[config.mk]
export PLATFORM = sky130hd
export DESIGN_NAME = lsu_ram_master
export DESIGN_NICKNAME = d
export VERILOG_FILES = /design/src/rtl/lsu_ram_master.sv
export SDC_FILE = /design/constraint.sdc
export NUM_CORES = 1
export LEC_CHECK = 0
export ABC_CLOCK_PERIOD_IN_PS = 2150
export CORE_AREA = 2 2 117 119
export DETAILED_ROUTE_END_ITERATION = 10
export DIE_AREA = 0 0 119 121
export PLACE_DENSITY = 0.79
export SLEW_MARGIN = 20
export SYNTH_ARGS = -nofsm -noshare
export SYNTH_HDL_FRONTEND = slang
export SYNTH_SLANG_ARGS = --single-unit
[constraint.sdc]
create_clock -name clk -period 2.15 [get_ports clk]
set_input_delay 0.3225 -clock clk [delete_from_list [all_inputs] [get_ports clk]]
set_output_delay 0.3225 -clock clk [all_outputs]
set_load 0.05 [all_outputs]
[src/rtl/lsu_ram_master.sv]
// Load/store master for the 1-cycle-read-latency data RAM: sub-word stores are read-modify-write, sub-word loads are extended.
// Optional LSU_MISALIGN_ERR_EN: misaligned accesses respond with rsp_err instead of being silently aligned.
module lsu_ram_master #(
  parameter int unsigned AW = 32,
  parameter int unsigned DW = 32
) (
  input  logic          clk,
  input  logic          rstn,
  input  logic          req_valid,
  output logic          req_ready,
  input  logic          req_we,
  input  logic [AW-1:0] req_addr,
  input  logic [DW-1:0] req_wdata,
  input  logic [1:0]    req_size,
  input  logic          req_unsigned,
  output logic          rsp_valid,
  output logic [DW-1:0] rsp_rdata,
  output logic          rsp_err,
  output logic          ram_wen,
  output logic [AW-1:0] ram_w_addr,
  output logic [DW-1:0] ram_w_data,
  output logic          ram_ren,
  output logic [AW-1:0] ram_r_addr,
  input  logic [DW-1:0] ram_r_data
);

  typedef enum logic [2:0] {
    IDLE,
    LD_RD,
    LD_CAP,
    RMW_RD,
    RMW_WR,
    ST_WR,
`ifdef LSU_MISALIGN_ERR_EN
    ERR,
`endif
    RESP
  } state_e;

  state_e        state_q, state_d;
  logic [AW-1:0] addr_q, addr_d;
  logic [DW-1:0] wdata_q, wdata_d;
  logic [1:0]    size_q, size_d;
  logic          uns_q, uns_d;
  logic [DW-1:0] rdata_q, rdata_d;

  logic          accept;
  logic [AW-1:0] addr_in;
  logic [4:0]    shift;
  logic [DW-1:0] lane_data;
  logic [DW-1:0] load_ext;
  logic [DW-1:0] lane_mask;
  logic [DW-1:0] merged;

  localparam logic [DW-1:0] BYTE_MASK = {{(DW-8){1'b0}}, 8'hFF};
  localparam logic [DW-1:0] HALF_MASK = {{(DW-16){1'b0}}, 16'hFFFF};

  assign accept = req_valid && (state_q == IDLE);

`ifdef LSU_MISALIGN_ERR_EN
  logic err_q, err_d;
  logic misalign;
  assign misalign = (req_size == 2'd1 && req_addr[0]) ||
                    (req_size[1] && (req_addr[1:0] != 2'b00));
  assign addr_in  = req_addr;
  assign rsp_err  = err_q;
`else
  // Without the error path, misaligned addresses are forced to the natural boundary.
  assign addr_in  = (req_size == 2'd0) ? req_addr :
                    (req_size == 2'd1) ? {req_addr[AW-1:1], 1'b0} :
                                         {req_addr[AW-1:2], 2'b00};
  assign rsp_err  = 1'b0;
`endif

  assign shift     = {addr_q[1:0], 3'b000};
  assign lane_data = ram_r_data >> shift;

  always_comb begin
    load_ext = ram_r_data;
    case (size_q)
      2'd0:    load_ext = uns_q ? (lane_data & BYTE_MASK)
                                : {{(DW-8){lane_data[7]}}, lane_data[7:0]};
      2'd1:    load_ext = uns_q ? (lane_data & HALF_MASK)
                                : {{(DW-16){lane_data[15]}}, lane_data[15:0]};
      default: load_ext = ram_r_data;
    endcase
  end

  assign lane_mask = ((size_q == 2'd0) ? BYTE_MASK : HALF_MASK) << shift;
  assign merged    = (ram_r_data & ~lane_mask) | ((wdata_q << shift) & lane_mask);

  always_comb begin
    state_d = state_q;
    addr_d  = addr_q;
    wdata_d = wdata_q;
    size_d  = size_q;
    uns_d   = uns_q;
    rdata_d = rdata_q;
`ifdef LSU_MISALIGN_ERR_EN
    err_d   = err_q;
`endif
    case (state_q)
      IDLE: begin
        if (accept) begin
          addr_d  = addr_in;
          wdata_d = req_wdata;
          size_d  = req_size;
          uns_d   = req_unsigned;
          rdata_d = '0;
`ifdef LSU_MISALIGN_ERR_EN
          err_d   = 1'b0;
          if (misalign)          state_d = ERR;
          else
`endif
          if (!req_we)           state_d = LD_RD;
          else if (req_size[1])  state_d = ST_WR;
          else                   state_d = RMW_RD;
        end
      end
      LD_RD:  state_d = LD_CAP;
      LD_CAP: begin
        rdata_d = load_ext;
        state_d = RESP;
      end
      RMW_RD: state_d = RMW_WR;
      RMW_WR: state_d = RESP;
      ST_WR:  state_d = RESP;
`ifdef LSU_MISALIGN_ERR_EN
      ERR: begin
        err_d   = 1'b1;
        state_d = RESP;
      end
`endif
      RESP:    state_d = IDLE;
      default: state_d = IDLE;
    endcase
  end

  always_ff @(posedge clk or negedge rstn) begin
    if (!rstn) begin
      state_q <= IDLE;
      addr_q  <= '0;
      wdata_q <= '0;
      size_q  <= '0;
      uns_q   <= 1'b0;
      rdata_q <= '0;
`ifdef LSU_MISALIGN_ERR_EN
      err_q   <= 1'b0;
`endif
    end else begin
      state_q <= state_d;
      addr_q  <= addr_d;
      wdata_q <= wdata_d;
      size_q  <= size_d;
      uns_q   <= uns_d;
      rdata_q <= rdata_d;
`ifdef LSU_MISALIGN_ERR_EN
      err_q   <= err_d;
`endif
    end
  end

  assign req_ready  = (state_q == IDLE);
  assign rsp_valid  = (state_q == RESP);
  assign rsp_rdata  = rdata_q;
  assign ram_ren    = (state_q == LD_RD) || (state_q == RMW_RD);
  assign ram_wen    = (state_q == RMW_WR) || (state_q == ST_WR);
  assign ram_w_addr = {2'b00, addr_q[AW-1:2]};
  assign ram_r_addr = {2'b00, addr_q[AW-1:2]};
  assign ram_w_data = (state_q == RMW_WR) ? merged : wdata_q;

endmodule

==> impl_table.tex, run 1 <==
\begin{tabular}{lr}
\hline
Metric & Value \\
\hline
\multicolumn{2}{l}{\textbf{Setup path}} \\
\quad Max incr delay on CP & 440 ps \\
\quad Critical Path Start Type & register \\
\quad Cell with the largest stage delay on the worst path & sky130\_fd\_sc\_hd\_\_dfrtp\_2 \\
\quad Bufs and invs on worst path & 3 \\
\quad Required time at the endpoint of the critical path & 1830 ps \\
\quad Most used cell, CP & sky130\_fd\_sc\_hd\_\_buf\_6 \\
\quad Critical path cell sequence & buf\_6, o31ai\_4, buf\_6, mux2i\_1, o21ai\_2, buf\_12 \\
\quad Signal arrival time at the worst endpoint & 1900 ps \\
\quad Critical path start-end classification & reg2out \\
\quad Endpoint type of the worst setup path & primary output \\
\quad Top cell family by delay on the critical path & buffers and inverters \\
\quad R2R setup slack & 120 ps \\
\quad Worst Path Max Fanout & 8 \\
\multicolumn{2}{l}{\textbf{Run}} \\
\quad Number of violations of the max-capacitance limit & 0 \\
\multicolumn{2}{l}{\textbf{GRT}} \\
\quad GRT Residual Overflow & 0 \\
\quad Overall Global Routing Usage & 0.267 \\
\quad Number of global-route vias before repair & 5363 \\
\quad Pin count of the biggest net entering global routing & 83 \\
\quad Number of antenna violations at the first check in global routing & 0 \\
\quad Wire length of the first global-routing pass & 29800 µm \\
\multicolumn{2}{l}{\textbf{Timing}} \\
\quad Slew at the pin with the worst max-slew slack & 693 ps \\
\quad Hold Vio Cnt, Final & 0 \\
\quad Min Tclk post-route & 2230 ps \\
\quad Worst setup slack after layout & -75.1 ps \\
\quad Maximum frequency from static timing analysis & 449 MHz \\
\quad Unrepaired setup endpoints after global routing & true \\
\quad Number of setup violations in the final report & 25 \\
\quad Relative slew slack & 0.537 \\
\quad Final clock period utilization by the worst path & 1.03 \\
\quad Number of pins with negative max-slew slack in the final report & 0 \\
\quad Clock Skew & 8.51 ps \\
\multicolumn{2}{l}{\textbf{CTS}} \\
\quad Post-CTS clock slew at the launch and capture registers of the worst setup and hold paths & 70 ps \\
\quad Clock buffer count from CTS & 9 \\
\quad Clock sink count & 102 \\
\quad Clock root buffer master & sky130\_fd\_sc\_hd\_\_clkbuf\_16 \\
\quad Longest Clk Path Bufs & 2 \\
\quad TritonCTS clock tree & built \\
\quad Level count of the clock H-tree & 3 \\
\quad Clock insertion delay at the later pin of the skew report & 350 ps \\
\multicolumn{2}{l}{\textbf{Routing}} \\
\quad DRT iter0 DRCs & 440 \\
\quad Total wire length & 19400 µm \\
\quad Number of remaining DRC errors & 0 \\
\quad Per-cell via count in the routed design & 5.31 \\
\quad Antenna-violating nets left & 0 \\
\quad Drt wl/cell & 18.6 µm \\
\quad Pre-Repair DR Iteration Count & 6 \\
\quad Via count & 5552 \\
\multicolumn{2}{l}{\textbf{Final layout}} \\
\quad Share of cells above drive strength 1 & 0.217 \\
\quad Post-synthesis to final-layout area growth & 60.5\% \\
\quad Number of diodes & 0 \\
\quad Fillers & 952 \\
\quad Footprint of the multi-input gates & 2960 µm² \\
\quad Area occupied by registers & 2550 µm² \\
\quad Final net count & 967 \\
\quad Final Core Density & 0.698 \\
\multicolumn{2}{l}{\textbf{Floorplan}} \\
\quad Height of the chip & 121 µm \\
\quad Initial standard-cell utilization of the core & 0.435 \\
\quad Total die area & 14400 µm² \\
\quad Placeable core region & 13100 µm² \\
\quad Boundary pin count & 236 \\
\quad Die width & 119 µm \\
\quad FP Rows & 42 \\
\multicolumn{2}{l}{\textbf{Logic synthesis}} \\
\quad Sequential-to-total area share from yosys stat & 0.449 \\
\quad Biggest area contributors in the synthesized netlist & sky130\_fd\_sc\_hd\_\_dfrtp\_1 (45\%), sky130\_fd\_sc\_hd\_\_nand2\_1 (15\%), sky130\_fd\_sc\_hd\_\_buf\_4 (8.6\%), sky130\_fd\_sc\_hd\_\_mux2i\_1 (2.8\%), sky130\_fd\_sc\_hd\_\_nor2\_1 (2.6\%) \\
\quad Netlist area before placement & 5690 µm² \\
\quad Post-synthesis instance total & 684 \\
\quad Biggest area consumer among synthesized cells & sky130\_fd\_sc\_hd\_\_dfrtp\_1 \\
\quad Cell variety after synth & 40 \\
\quad Per-instance average area after synthesis & 8.32 µm² \\
\quad Number of synthesized register bits & 102 \\
\quad Yosys warnings & 0 \\
\quad Area fraction of the dominant cell type after synthesis & 0.449 \\
\multicolumn{2}{l}{\textbf{Place}} \\
\quad Routability cong. & 0.962 \\
\quad Detailed Place HPWL & 14000 µm \\
\quad Count of buffers from port buffering & 230 \\
\multicolumn{2}{l}{\textbf{Status}} \\
\quad Result of the run & finished, violations left \\
\quad Violated checks & negative setup slack \\
\multicolumn{2}{l}{\textbf{Hold path}} \\
\quad Path type of the worst min-delay path & in2async \\
\hline
\end{tabular}
==> Yosys cell counts (all sizes together) <==
master	instances
nand3	8
nor2b	5
a21oi	29
nor2	40
inv	9
clkbuf	33
nor3	3
or2	1
o21ai	26
a2bb2oi	7
a2111oi	1
or3	1
clkinv	1
and2	10
o22ai	7
a22o	7
mux2i	16
a22oi	9
and2b	1
o31ai	8
or3b	1
and4b	1
and3	2
buf	80
mux2	11
nor3b	2
conb	1
nand2b	2
dfrtp	102
o21a	1
nand3b	1
a31oi	19
a221o	16
nand2	223
==> cell usage in the layout, fill, tap and decap left out, drive strengths merged, types with 9 or more instances in the layout <==
master and count:
clkdlybuf4s50 193, buf 84, and2 10, o21ai 26, nand2 223, a31oi 19
mux2 11, a221o 16, nor2 40, mux2i 16, clkbuf 10, dfrtp 102
a22oi 9, inv 11, a21oi 29
==> per-layer routing <==
metal | part of all wire | global-route usage
met1 | 0.42 | 0.357
met4 | 0.026 | 0.0930
met5 | 0 | 0
met3 | 0.072 | 0.0498
met2 | 0.49 | 0.438
==> cells by family after synthesis <==
| family | count (synthesis) | share of synthesized area |
|---|---|---|
| other cells | 1 | 0.000659 |
| flops | 102 | 0.449 |
| compound gates | 130 | 0.157 |
| buf+inv | 123 | 0.129 |
| mux | 27 | 0.0499 |
| simple gates | 301 | 0.215 |
==> area by class of cell <==
cell class / instances / share of cell area
clock inverter: 6 / 0.00753
timing repair buffer: 278 / 0.334
sequential: 102 / 0.280
clock buffer: 10 / 0.0262
inverter: 10 / 0.00411
tap: 176 / 0.0241
multi-input combinational: 463 / 0.324
==> path summary, 6_finish.rpt <==
kind	startpoint	end	cells past startpoint
worst max-delay path	addr_q[0]	ram_w_data[31]	6
worst min-delay path	rstn	wdata_q[24]	2
worst max register to register	addr_q[1]	rsp_rdata[21]	6
worst min register to register	wdata_q[28]	wdata_q[28]	2
max in group asynchronous	rstn	rsp_rdata[4]	3
min in group clk	wdata_q[28]	wdata_q[28]	2
==> flip-flops by register name, summed over array words and instances, names as in the netlist <==
signal     count
addr_q        32
state_q        3
uns_q          1
rsp_rdata     32
size_q         2
wdata_q       32
==> per-stage QoR <==
step	TNS (ps)	hold WS (ps)	setup slack [ps]	cells	area, µm²
3_3_place_gp	-4120	322	-250	1011	8300
6_report	-968	481	-75.1	1045	9130
5_1_grt	-2600	494	-134	1045	9130
2_1_floorplan	-884	26.9	-61.0	688	5980
4_1_cts	-883	484	-68.3	1036	8920
3_5_place_dp	-5490	336	-328	1011	8300
==> what timing repair did <==
action                                  4_1_cts  5_1_grt
cloned                                        1        0
hold buffers                                  1        0
gates resized for setup                      60       27
pin swaps                                    14        9
setup buffers                                 7        9
endpoints found under the hold margin        38        0
endpoints found under the setup margin       37       32
Power of run 1 is not shown: default switching activity piles up to over one toggle a cycle in this logic, so the estimate is an artifact.
==> inputs of run 2 (changes only) <==
ABC_CLOCK_PERIOD_IN_PS = unset   (was 2150)
CELL_PAD_IN_SITES_DETAIL_PLACEMENT = 0   (was unset)
CELL_PAD_IN_SITES_GLOBAL_PLACEMENT = 1   (was unset)
CORE_AREA = 2 2 139 141   (was 2 2 117 119)
DIE_AREA = 0 0 141 143   (was 0 0 119 121)
PLACE_DENSITY = 0.78   (was 0.79)
==> run 2 against run 1 <==
Against the previous run: the run still ends with negative setup slack left; via count is 4.1% lower; non-clock buffer count is 1 higher; count of clock-buffer cells in the layout stayed put; critical path type unchanged.
==> impl_table.tex, run 2 (synthesized netlist as in run 1, its figures left out) <==
\begin{tabular}{lr}
\hline
Metric & Value \\
\hline
\multicolumn{2}{l}{\textbf{Setup path}} \\
\quad Required time at the endpoint of the critical path & 1830 ps \\
\quad Critical path start-end classification & reg2out \\
\quad Max incr delay on CP & 450 ps \\
\quad Endpoint type of the worst setup path & primary output \\
\quad Critical path cell sequence & buf\_6, o31ai\_4, buf\_6, buf\_12, mux2i\_1, o21ai\_2, buf\_12 \\
\quad Signal arrival time at the worst endpoint & 1950 ps \\
\quad Cell with the largest stage delay on the worst path & sky130\_fd\_sc\_hd\_\_dfrtp\_2 \\
\quad Critical Path Start Type & register \\
\quad Worst Path Max Fanout & 8 \\
\multicolumn{2}{l}{\textbf{Place}} \\
\quad Routability cong. & 0.886 \\
\quad Count of buffers from port buffering & 230 \\
\quad Number of cells in the design after placement & 1078 \\
\quad Detailed Place HPWL & 14600 µm \\
\multicolumn{2}{l}{\textbf{Status}} \\
\quad Violated checks & negative setup slack \\
\quad Result of the run & finished, violations left \\
\multicolumn{2}{l}{\textbf{Timing}} \\
\quad Number of pins with negative max-slew slack in the final report & 0 \\
\quad Unrepaired setup endpoints after global routing & true \\
\quad Clock Skew & 8.02 ps \\
\quad Hold Vio Cnt, Final & 0 \\
\quad Number of setup violations in the final report & 31 \\
\quad Slew at the pin with the worst max-slew slack & 680 ps \\
\quad Worst setup slack after layout & -124 ps \\
\quad Maximum frequency from static timing analysis & 440 MHz \\
\quad Final clock period utilization by the worst path & 1.06 \\
\quad Relative slew slack & 0.546 \\
\quad Min Tclk post-route & 2270 ps \\
\multicolumn{2}{l}{\textbf{Floorplan}} \\
\quad Initial standard-cell utilization of the core & 0.306 \\
\quad FP Rows & 50 \\
\quad Height of the chip & 143 µm \\
\quad Placeable core region & 18600 µm² \\
\quad Boundary pin count & 236 \\
\quad Die width & 141 µm \\
\quad Total die area & 20200 µm² \\
\multicolumn{2}{l}{\textbf{Final layout}} \\
\quad Final net count & 968 \\
\quad Most frequent standard cell in the layout excluding fill and tap cells & sky130\_fd\_sc\_hd\_\_nand2\_1 \\
\quad Commonest cells after routing, fill and taps aside & sky130\_fd\_sc\_hd\_\_nand2\_1 (222), sky130\_fd\_sc\_hd\_\_clkdlybuf4s50\_1 (193), sky130\_fd\_sc\_hd\_\_dfrtp\_1 (100), sky130\_fd\_sc\_hd\_\_buf\_4 (39), sky130\_fd\_sc\_hd\_\_buf\_12 (33) \\
\quad Post-synthesis to final-layout area growth & 60.7\% \\
\quad Number of standard cells in the layout, taps in and fillers out & 1103 \\
\quad Share of cells above drive strength 1 & 0.212 \\
\quad Number of diodes & 0 \\
\quad Fillers & 1735 \\
\multicolumn{2}{l}{\textbf{Routing}} \\
\quad Via count & 5322 \\
\quad Number of remaining DRC errors & 0 \\
\quad Per-cell via count in the routed design & 4.83 \\
\quad Pre-Repair DR Iteration Count & 4 \\
\quad Antenna-violating nets left & 0 \\
\quad DRT iter0 DRCs & 285 \\
\quad Total wire length & 20000 µm \\
\quad Drt wl/cell & 18.1 µm \\
\multicolumn{2}{l}{\textbf{CTS}} \\
\quad Clock root buffer master & sky130\_fd\_sc\_hd\_\_clkbuf\_16 \\
\quad TritonCTS clock tree & built \\
\quad Level count of the clock H-tree & 3 \\
\quad Longest Clk Path Bufs & 2 \\
\quad Clock insertion delay at the later pin of the skew report & 360 ps \\
\quad Clock buffer count from CTS & 9 \\
\quad Clock sink count & 102 \\
\quad Post-CTS clock slew at the launch and capture registers of the worst setup and hold paths & 80 ps \\
\multicolumn{2}{l}{\textbf{GRT}} \\
\quad GRT Residual Overflow & 0 \\
\quad Overall Global Routing Usage & 0.197 \\
\quad Pin count of the biggest net entering global routing & 83 \\
\quad Wire length of the first global-routing pass & 30400 µm \\
\quad Number of global-route vias before repair & 5143 \\
\quad Number of antenna violations at the first check in global routing & 0 \\
\multicolumn{2}{l}{\textbf{Hold path}} \\
\quad Path type of the worst min-delay path & in2async \\
\multicolumn{2}{l}{\textbf{Run}} \\
\quad Number of violations of the max-capacitance limit & 0 \\
\hline
\end{tabular}
==> run 2: path summary, 6_finish.rpt <==
path	depth (start not counted)	slack (ps)	start	end
max in group asynchronous	3	1100	rstn	wdata_q[6]
min in group clk	2	480	wdata_q[28]	wdata_q[28]
hold reg to reg	2	480	wdata_q[28]	wdata_q[28]
hold / removal	2	440	rstn	rsp_rdata[21]
setup / recovery	7	-120	size_q[1]	ram_w_data[31]
setup reg to reg	7	80	addr_q[1]	rsp_rdata[23]
==> run 2: stage by stage <==
| stage | TNS, ps | hold WS, ps | utilization | worst slack [ps] | area [µm²] |
|---|---|---|---|---|---|
| floorplan | -884 | 26.9 | - | -61.0 | 5980 |
| global placement | -507 | 289 | 0.456 | -51.2 | 8480 |
| detailed placement | -948 | 294 | 0.456 | -87.3 | 8480 |
| CTS | -2180 | 452 | 0.487 | -96.2 | 9040 |
| global route | -4620 | 462 | 0.492 | -180 | 9140 |
| finish | -2370 | 444 | 0.492 | -124 | 9140 |
==> run 2: cell type report <==
cell class,count,area [µm²],area share
Clock buffer,10,239,0.0261
Clock inverter,5,35.0,0.00383
Inverter,10,37.5,0.00411
Multi-Input combinational cell,463,2940,0.321
Sequential cell,102,2550,0.279
Tap cell,234,293,0.0320
Timing Repair Buffer,279,3050,0.333
==> run 2: per-layer routing <==
layer | GRT usage | wire length, µm | vias up
met1 | 0.281 | 9250 | 2507
met5 | 0 | 0 | -
met3 | 0.0523 | 1500 | 11
met4 | 0.0384 | 179 | 0
li1 | - | - | 2571
met2 | 0.304 | 9050 | 233
==> run 2: timing repair <==
item / CTS / global route
endpoints found under the setup margin: 32 / 46
buffers inserted: 9 / 0
resized for setup: 46 / 19
hold endpoints to repair: 26 / 0
hold buffers: 1 / 0
pin swaps: 14 / 15
==> run 2: worst max-delay path, delay by kind of cell, from the launching register on <==
kind | cells | cell delay [ps]
muxes | 1 | 220
buffers and inverters | 4 | 580
AOI/OAI and AO/OA | 2 | 340
DFF | 1 | 450
Power of run 2 is left out for the same reason.
==> inputs of run 3 (changes only) <==
GPL_TIMING_DRIVEN = 0   (was unset)
SETUP_SLACK_MARGIN = 0.1   (was unset)
SKIP_CTS_REPAIR_TIMING = 1   (was unset)
==> run 3 against run 2 <==
Against the previous run: the run still ends with negative setup slack left; worst hold slack better by 8.5 ps; setup slack lost 49 ps; largest cell class unchanged; maximum frequency shrank 2.1%; via count grew 8.1%; flip-flop and latch count stayed put; critical path type unchanged; die area unchanged; sequential share of layout area shrank 1.7 points; routed wire length rose by 7.0%; cell area rose by 6.7%; global-route usage grew 0.72 points; core utilization rose by 3.3 points; final cell count increased by 8.3%.
==> impl_table.tex, run 3 (synthesized netlist as in run 1, its figures left out) <==
\begin{tabular}{lr}
\hline
Metric & Value \\
\hline
\multicolumn{2}{l}{\textbf{Timing}} \\
\quad Worst setup slack after layout & -173 ps \\
\quad Worst hold slack & 452 ps \\
\quad Clock Skew & 6.52 ps \\
\quad Number of pins with negative max-slew slack in the final report & 0 \\
\quad Maximum frequency from static timing analysis & 430 MHz \\
\quad Hold Vio Cnt, Final & 0 \\
\quad Final clock period utilization by the worst path & 1.08 \\
\quad Slew at the pin with the worst max-slew slack & 589 ps \\
\quad Number of setup violations in the final report & 32 \\
\quad Unrepaired setup endpoints after global routing & true \\
\quad Relative slew slack & 0.607 \\
\quad Min Tclk post-route & 2320 ps \\
\multicolumn{2}{l}{\textbf{Floorplan}} \\
\quad Die width & 141 µm \\
\quad Boundary pin count & 236 \\
\quad Total die area & 20200 µm² \\
\quad Placeable core region & 18600 µm² \\
\quad Initial standard-cell utilization of the core & 0.306 \\
\quad FP Rows & 50 \\
\quad Height of the chip & 143 µm \\
\multicolumn{2}{l}{\textbf{Final layout}} \\
\quad Final net count & 1059 \\
\quad Number of standard cells in the layout, taps in and fillers out & 1195 \\
\quad Commonest cells after routing, fill and taps aside & sky130\_fd\_sc\_hd\_\_nand2\_1 (216), sky130\_fd\_sc\_hd\_\_clkdlybuf4s50\_1 (192), sky130\_fd\_sc\_hd\_\_dfrtp\_1 (99), sky130\_fd\_sc\_hd\_\_buf\_4 (86), sky130\_fd\_sc\_hd\_\_buf\_6 (42) \\
\quad Most frequent standard cell in the layout excluding fill and tap cells & sky130\_fd\_sc\_hd\_\_nand2\_1 \\
\quad Share of cells above drive strength 1 & 0.279 \\
\quad Number of diodes & 0 \\
\quad Post-synthesis to final-layout area growth & 71.4\% \\
\quad Design area & 9750 µm² \\
\quad Final Core Density & 0.525 \\
\multicolumn{2}{l}{\textbf{Place}} \\
\quad Detailed Place HPWL & 16000 µm \\
\quad Routability cong. & 0.893 \\
\quad Count of buffers from port buffering & 230 \\
\quad Number of cells in the design after placement & 1153 \\
\quad Post-DP Area & 8730 µm² \\
\multicolumn{2}{l}{\textbf{GRT}} \\
\quad Routing usage on met1 & 0.298 \\
\quad Met2 track demand over resource & 0.315 \\
\quad Number of antenna violations at the first check in global routing & 0 \\
\quad GRT Max-Usage Layer & met2 \\
\quad Pin count of the biggest net entering global routing & 58 \\
\quad GR Layer Usage met3 & 0.0376 \\
\quad Wire length of the first global-routing pass & 31500 µm \\
\quad GRT Residual Overflow & 0 \\
\quad Overall Global Routing Usage & 0.204 \\
\quad Number of global-route vias before repair & 5382 \\
\multicolumn{2}{l}{\textbf{Pwr}} \\
\quad Power Dens Cells & 1960 nW/µm² \\
\quad Max IR drop VDD & 1.08 mV \\
\quad Leak pwr & 0.00446 µW \\
\multicolumn{2}{l}{\textbf{Setup path}} \\
\quad Top cell family by delay on the critical path & buffers and inverters \\
\quad Critical path cell sequence & buf\_6, o31ai\_4, buf\_6, mux2i\_4, o21ai\_4, buf\_6 \\
\quad Depth of the worst register-to-register path & 7 \\
\quad Cell with the largest stage delay on the worst path & sky130\_fd\_sc\_hd\_\_dfrtp\_2 \\
\quad Max incr delay on CP & 450 ps \\
\quad Worst Path Max Fanout & 5 \\
\quad Signal arrival time at the worst endpoint & 2000 ps \\
\quad Bufs and invs on worst path & 3 \\
\quad Levels on crit path & 6 \\
\quad Endpoint type of the worst setup path & primary output \\
\quad Most used cell, CP & sky130\_fd\_sc\_hd\_\_buf\_6 \\
\quad Required time at the endpoint of the critical path & 1830 ps \\
\quad Critical path start-end classification & reg2out \\
\quad Critical Path Start Type & register \\
\multicolumn{2}{l}{\textbf{Routing}} \\
\quad Number of remaining DRC errors & 0 \\
\quad DRT iter0 DRCs & 336 \\
\quad Antenna-violating nets left & 0 \\
\quad Total wire length & 21400 µm \\
\quad Drt wl/cell & 17.9 µm \\
\quad Pre-Repair DR Iteration Count & 5 \\
\quad Via count & 5751 \\
\quad Per-cell via count in the routed design & 4.81 \\
\multicolumn{2}{l}{\textbf{Status}} \\
\quad Result of the run & finished, violations left \\
\quad Violated checks & negative setup slack \\
\multicolumn{2}{l}{\textbf{Hold path}} \\
\quad Path type of the worst min-delay path & in2async \\
\multicolumn{2}{l}{\textbf{CTS}} \\
\quad Clock buffer count from CTS & 9 \\
\quad Clock insertion delay at the later pin of the skew report & 350 ps \\
\quad Clock root buffer master & sky130\_fd\_sc\_hd\_\_clkbuf\_16 \\
\quad Longest Clk Path Bufs & 2 \\
\quad Level count of the clock H-tree & 3 \\
\quad TritonCTS clock tree & built \\
\quad Post-CTS clock slew at the launch and capture registers of the worst setup and hold paths & 70 ps \\
\quad Clock sink count & 102 \\
\multicolumn{2}{l}{\textbf{Run}} \\
\quad Number of violations of the max-capacitance limit & 0 \\
\hline
\end{tabular}
==> run 3: changes by cell type in the layout (fill, tap and decap cells not counted), sizes merged <==
cell / previous run / this run
bufinv: 0 / 2
clkinvlp: 1 / 0
buf: 85 / 146
inv: 11 / 9
dlymetal6s2s: 0 / 5
clkbuf: 10 / 38
clkdlybuf4s50: 193 / 192
==> run 3: path summary, 6_finish.rpt <==
| path | from | end | slack [ps] |
|---|---|---|---|
| setup / recovery | size_q[1] | ram_w_data[31] | -170 |
| hold / removal | rstn | rsp_rdata[23] | 450 |
| setup reg to reg | addr_q[1] | rsp_rdata[27] | 120 |
| hold reg to reg | wdata_q[29] | wdata_q[29] | 480 |
| max in group asynchronous | rstn | size_q[1] | 1030 |
| min in group clk | wdata_q[29] | wdata_q[29] | 480 |
==> run 3: report_power, final <==
group | internal (µW) | switching, µW
clock network | 1050 | 754
registers | 2780 | 721
logic | 5420 | 8360
==> run 3: final cells by class <==
class                   instances  area (µm²)
fillers                      1777        8830
multi-input cells             463        3060
repair buffers                257        2650
flip-flops and latches        102        2560
plain buffers                 113         845
well taps                     234         293
clock buffers                  12         246
clock inverters                 4        70.1
inverters                      10        37.5
==> run 3: metrics by stage <==
step / total power, µW / worst slack (ps) / TNS [ps]
CTS: 17900 / -1220 / -36120
global route: 20000 / -237 / -5530
global placement: 15900 / -3730 / -367810
floorplan: 12300 / 75.9 / 0
detailed placement: 16000 / -822 / -28350
finish: 19100 / -173 / -3720
==> run 3: layer usage <==
layer,share of wire,vias up,routed length (µm)
met1,0.46,2738,9920
met2,0.46,222,9800
met5,0,-,0
met3,0.064,19,1380
li1,-,2772,-
met4,0.012,0,263
No activity file was read; power rests on OpenSTA's default activity.
